`src/rtl/ram_arb_pkg.sv`:
```
// ============================================================================
// Module      : ram_arb_pkg
// Description : Shared types and constants for the three-port RAM arbiter.
// Revision    : 1.0
// ============================================================================
`default_nettype none

package ram_arb_pkg;

    localparam int NREQ = 3;

    localparam logic [1:0] REQ_LOADER = 2'd0;
    localparam logic [1:0] REQ_DATA   = 2'd1;
    localparam logic [1:0] REQ_FETCH  = 2'd2;

    typedef enum logic [1:0] {
        ST_IDLE   = 2'd0,
        ST_ACCESS = 2'd1,
        ST_RESP   = 2'd2
    } state_t;

    function automatic logic [NREQ-1:0] idx_to_onehot(input logic [1:0] idx);
        return NREQ'(1) << idx;
    endfunction

endpackage

`default_nettype wire

```
`src/rtl/rr_pick.sv`:
```
// ============================================================================
// Module      : rr_pick
// Description : Combinational round-robin pick starting after the last grant.
// Revision    : 1.0
// ============================================================================
`default_nettype none

module rr_pick
    import ram_arb_pkg::*;
(
    input  logic [NREQ-1:0] req_i,
    input  logic [1:0]      last_grant_i,
    output logic [1:0]      grant_o,
    output logic            valid_o
);

    // Scan from the farthest candidate back to the nearest so the nearest wins.
    always_comb begin
        grant_o = last_grant_i;
        valid_o = 1'b0;
        for (int k = NREQ; k >= 1; k--) begin
            int cand;
            cand = (int'(last_grant_i) + k) % NREQ;
            if (req_i[cand]) begin
                grant_o = cand[1:0];
                valid_o = 1'b1;
            end
        end
    end

endmodule

`default_nettype wire

```
`src/rtl/ram_arbiter.sv`:
```
// ============================================================================
// Module      : ram_arbiter
// Description : Three-requester round-robin arbiter for a synchronous RAM.
// Revision    : 1.0
// ============================================================================
`default_nettype none

module ram_arbiter
    import ram_arb_pkg::*;
#(
    parameter int AW = 16,
    parameter int DW = 16
) (
    input  logic            clk,
    input  logic            reset,
    input  logic [2:0]      req,
    input  logic [2:0]      we,
    input  logic [AW-1:0]   addr0,
    input  logic [AW-1:0]   addr1,
    input  logic [AW-1:0]   addr2,
    input  logic [DW-1:0]   wdata0,
    input  logic [DW-1:0]   wdata1,
    input  logic [DW-1:0]   wdata2,
    output logic [2:0]      ack,
    output logic [DW-1:0]   rdata,
    output logic            busy,
    output logic [AW-1:0]   mem_addr,
    output logic            mem_we,
    output logic [DW-1:0]   mem_wdata,
    input  logic [DW-1:0]   mem_rdata
);

    state_t          state_q, state_d;
    logic [1:0]      grant_q;
    logic [1:0]      last_grant_q;
    logic            we_q;
    logic [AW-1:0]   mem_addr_q;
    logic            mem_we_q;
    logic [DW-1:0]   mem_wdata_q;
    logic [2:0]      ack_q;
    logic [DW-1:0]   rdata_q, rdata_d;

    logic [1:0]      pick_grant;
    logic            pick_valid;
    logic [AW-1:0]   sel_addr;
    logic [DW-1:0]   sel_wdata;
    logic            sel_we;

    rr_pick u_rr_pick (
        .req_i        (req),
        .last_grant_i (last_grant_q),
        .grant_o      (pick_grant),
        .valid_o      (pick_valid)
    );

    always_comb begin
        sel_addr  = addr0;
        sel_wdata = wdata0;
        sel_we    = we[0];
        case (pick_grant)
            REQ_DATA: begin
                sel_addr  = addr1;
                sel_wdata = wdata1;
                sel_we    = we[1];
            end
            REQ_FETCH: begin
                sel_addr  = addr2;
                sel_wdata = wdata2;
                sel_we    = we[2];
            end
            default: ;
        endcase
    end

    always_comb begin
        state_d = state_q;
        case (state_q)
            ST_IDLE:   if (pick_valid) state_d = ST_ACCESS;
            ST_ACCESS: state_d = ST_RESP;
            ST_RESP:   state_d = ST_IDLE;
            default:   state_d = ST_IDLE;
        endcase
    end

    // RAM data arrives in RESP; outside a read response the last value is held.
    always_comb begin
        rdata_d = rdata_q;
        if (state_q == ST_RESP && !we_q) begin
            rdata_d = mem_rdata;
        end
    end

    always_ff @(posedge clk) begin
        if (reset) begin
            state_q      <= ST_IDLE;
            grant_q      <= REQ_LOADER;
            last_grant_q <= REQ_FETCH;
            we_q         <= 1'b0;
            mem_addr_q   <= '0;
            mem_we_q     <= 1'b0;
            mem_wdata_q  <= '0;
            ack_q        <= '0;
            rdata_q      <= '0;
        end else begin
            state_q  <= state_d;
            mem_we_q <= 1'b0;
            ack_q    <= '0;
            rdata_q  <= rdata_d;
            if (state_q == ST_IDLE && pick_valid) begin
                grant_q      <= pick_grant;
                last_grant_q <= pick_grant;
                we_q         <= sel_we;
                mem_addr_q   <= sel_addr;
                mem_wdata_q  <= sel_wdata;
                mem_we_q     <= sel_we;
            end
            if (state_q == ST_ACCESS) begin
                ack_q <= idx_to_onehot(grant_q);
            end
        end
    end

    assign ack       = ack_q;
    assign rdata     = rdata_d;
    assign busy      = (state_q != ST_IDLE);
    assign mem_addr  = mem_addr_q;
    assign mem_we    = mem_we_q;
    assign mem_wdata = mem_wdata_q;

endmodule

`default_nettype wire

```
`config.mk`:
```
export PLATFORM = sky130hd
export DESIGN_NAME = ram_arbiter
export DESIGN_NICKNAME = d
export VERILOG_FILES = /design/src/rtl/ram_arb_pkg.sv /design/src/rtl/rr_pick.sv /design/src/rtl/ram_arbiter.sv
export SDC_FILE = /design/constraint.sdc
export NUM_CORES = 1
export LEC_CHECK = 0
export CAP_MARGIN = 30
export CORE_MARGIN = 2
export CORE_UTILIZATION = 35
export CTS_CLUSTER_SIZE = 40
export DETAILED_ROUTE_END_ITERATION = 6
export GPL_TIMING_DRIVEN = 1
export HOLD_SLACK_MARGIN = 0.02
export PLACE_DENSITY = 0.8
export SYNTH_ARGS = -nofsm -noshare
export SYNTH_HDL_FRONTEND = slang
export SYNTH_SLANG_ARGS = --single-unit
```
`constraint.sdc`:
```
create_clock -name clk -period 3 [get_ports clk]
set_clock_uncertainty 0.15 [all_clocks]
set_input_delay 0.6 -clock clk [delete_from_list [all_inputs] [get_ports clk]]
set_output_delay 0.6 -clock clk [all_outputs]
set_load 0.1 [all_outputs]
```
==> impl_metrics.json <==
{
  "run_status": "finished, final reports clean",
  "io_pins": 173,
  "syn_nets": 449,
  "die_y_um": 99.3,
  "r2r_slack_ps": 160,
  "synth_edf_count": 0,
  "final_common_cell": "clkdlybuf4s50_1",
  "maxSlewHeadroom": 0.733,
  "final_cell_mix": "clkdlybuf4s50_1, dfxtp_1, buf_4, nand2_1, mux2i_1",
  "power_leakage_nw": 2.25,
  "cp.depth": 11,
  "cts_max_path_buffers": 2,
  "postCtsSetupBuffers": 0,
  "fp.dieW_um": 99.3,
  "htreeDepth": 3,
  "place_area_um2": 5130,
  "placeableCoreArea_um2": 8760,
  "min_path_type": "reg -> reg",
  "gp_congestion": 0.886,
  "final_area_um2": 5390,
  "synth_flop_cell": "dfxtp_1",
  "p_int_mw": 3.56,
  "fin_nets": 623,
  "post-place-cells": 594,
  "yosysWarnings": 0,
  "rsz0062_at_grt": "no",
  "clkPwrFrac": 0.124,
  "io_buffers": 172,
  "start_util": 0.363,
  "synth_seq_cells": 58,
  "r2r-start": "grant_q[0]$_SDFFE_PP0P_",
  "startpoint": "grant_q[0]$_SDFFE_PP0P_",
  "hold_viol_final": 0,
  "pre_cts_ws_ps": -104,
  "period_needed_ps": 2840,
  "crit_type": "reg -> reg",
  "route.vias.total": 3203,
  "fillers": 740,
  "crit_path_top_delay_cell": "ha_2",
  "grt_pass1_wl_um": 15200,
  "drt_wl_total_um": 9420,
  "multi_input_area_um2": 1820,
  "finalMaxSlewViolations": 0,
  "synthesis.area_um2": 3180,
  "worst_pin_slew_ps": 401,
  "grt_start_max_net_pins": 41,
  "crit_chain": "inv_1 -> ha_2 -> or2_1 -> o2bb2ai_1 -> a21o_1 -> and2_1 -> ha_1 -> a221o_1 -> o21ai_0 -> nor2_1 -> mux2_1",
  "power_density_nw_per_um2": 1340,
  "grt_overflow": 0,
  "rr_worst_depth": 11,
  "crit_required_ps": 3060,
  "dieArea_um2": 9860,
  "drc": 0,
  "end_kind": "register",
  "cap_violations": 0,
  "slowest_delay_ps": 350,
  "crit_end": "we_q$_SDFFE_PP0P_",
  "worst-path-buf-inv": 1,
  "drtAntennaViolNets": 0,
  "antennaDiodeCount": 0,
  "syn2layout_area_growth_pct": 69.5,
  "r2r_end": "we_q$_SDFFE_PP0P_",
  "startpoint_type": "register",
  "drt_iter0_drc": 87,
  "routedWlPerCell_um": 15.4,
  "dp_hpwl_um": 7500,
  "power_switching_mw": 3.65,
  "vdd_drop_max_mv": 0.804,
  "cts_inserted_buffers": 9,
  "setup-violations-final": 0,
  "drive_above_1_share": 0.225,
  "synth.avg_cell_area_um2": 9.84,
  "setup_ws_ps": 164,
  "std_cell_rows": 34,
  "regArea_um2": 1160,
  "fmax_mhz": 353,
  "cts_root_buf": "clkbuf_8",
  "synth.distinct_cells": 48,
  "cts_tree": "built",
  "layout_worst_path_cycle_share": 0.945,
  "fin_util": 0.615,
  "seq_power_share": 0.154,
  "crit_fanout": 7,
  "grt_antenna_before_repair": 0,
  "syn-instance-count": 323,
  "worst_ep_arrival_time_ps": 2900,
  "grt_pass1_vias": 3303,
  "yosysSeqAreaShare": 0.365,
  "hold_ws_ps": 313,
  "grt_usage": 0.190,
  "viasPerCell": 5.25,
  "combPwrFrac": 0.722,
  "path_clk_slew_ps": 70,
  "firstDrtPassIters": 4,
  "clk_latency_ps": 320,
  "p_sw_frac": 0.506,
  "path_delay_family": "compound AO/OA/AOI/OAI gates",
  "synthArstFlopShare": 0,
  "final_cells": 610,
  "cts_sinks": 58
}
[cell usage after synthesis (all sizes together) (2+ instances only)]
cell	instances	area [um^2]
nor3	5	41.3
or2	2	12.5
nand2	39	146
inv	8	30.0
o311ai	2	17.5
clkbuf	24	90.1
mux2i	34	340
nor2b	4	30.0
nor2	6	22.5
buf	7	91.3
dfxtp	58	1160
a221o	33	330
nand2b	4	25.0
mux2	18	206
and2	17	106
o211ai	32	240
a21boi	2	18.8
a21oi	5	36.3
ha	6	75.1
[worst min path at each step]
stage	startpoint	end	cells past startpoint
2_1_floorplan	grant_q[1]$_SDFFE_PP0P_	ack[0]$_SDFF_PP0_	1
3_3_place_gp	mem_wdata[10]$_SDFFE_PP0P_	mem_wdata[10]$_SDFFE_PP0P_	2
3_5_place_dp	mem_wdata[12]$_SDFFE_PP0P_	mem_wdata[12]$_SDFFE_PP0P_	2
4_1_cts	mem_wdata[12]$_SDFFE_PP0P_	mem_wdata[12]$_SDFFE_PP0P_	2
5_1_grt	grant_q[1]$_SDFFE_PP0P_	ack[0]$_SDFF_PP0_	1
6_report	mem_wdata[12]$_SDFFE_PP0P_	mem_wdata[12]$_SDFFE_PP0P_	2
[area by class of cell]
| type | count | area share |
|---|---|---|
| inverter | 8 | 0.00557 |
| tap | 108 | 0.0251 |
| timing repair buffer | 194 | 0.370 |
| multi-input combinational | 226 | 0.338 |
| clock inverter | 7 | 0.0232 |
| clock buffer | 9 | 0.0230 |
| sequential | 58 | 0.216 |
[power groups by stage]
stage	Sequential, mW	Clock, mW	Combinational (mW)
finish	1.11	0.896	5.20
global route	1.14	0.958	5.54
detailed placement	1.13	0	5.21
floorplan	2.13	0	2.97
CTS	1.11	0.920	5.22
global placement	1.11	0	5.11
[worst min-delay path, cell delays in order (launching register included)]
cell and delay [ps]:
dfxtp_1 310, nand2_1 50, mux2i_1 60
[stage by stage]
step                      setup TNS (ps)  power (mW)
after floorplan                        0        5.10
after global placement             -85.3        6.23
after detailed placement           -2130        6.33
after CTS                              0        7.26
after global routing                   0        7.64
final                                  0        7.21
[per-layer routing]
metal,wire length [um],up-vias,global-route usage
li1,-,1554,-
met1,3670,1476,0.215
met2,4670,153,0.330
met3,865,20,0.0597
met4,210,0,0.0790
met5,0,-,0
[repair_timing]
| item | CTS | global route |
|---|---|---|
| endpoints found under the setup margin | 0 | 32 |
| gates resized for setup | 0 | 4 |
| hold buffers | 0 | 0 |
[registers in the layout, summed over array words and instances (netlist names)]
name	flops
mem_wdata	16
ack	3
we_q	1
rdata_q	16
mem_we	1
mem_addr	16
state_q	2
grant_q	2
last_grant_q	1
[cell families after synthesis]
| kind of cell | after synthesis | share of synthesized area |
|---|---|---|
| flops | 58 | 0.365 |
| fa+ha+maj | 6 | 0.0236 |
| compound gates | 88 | 0.243 |
| buf+inv | 39 | 0.0665 |
| mux | 52 | 0.172 |
| simple gates | 80 | 0.129 |
(Power assumes the default switching activity.)
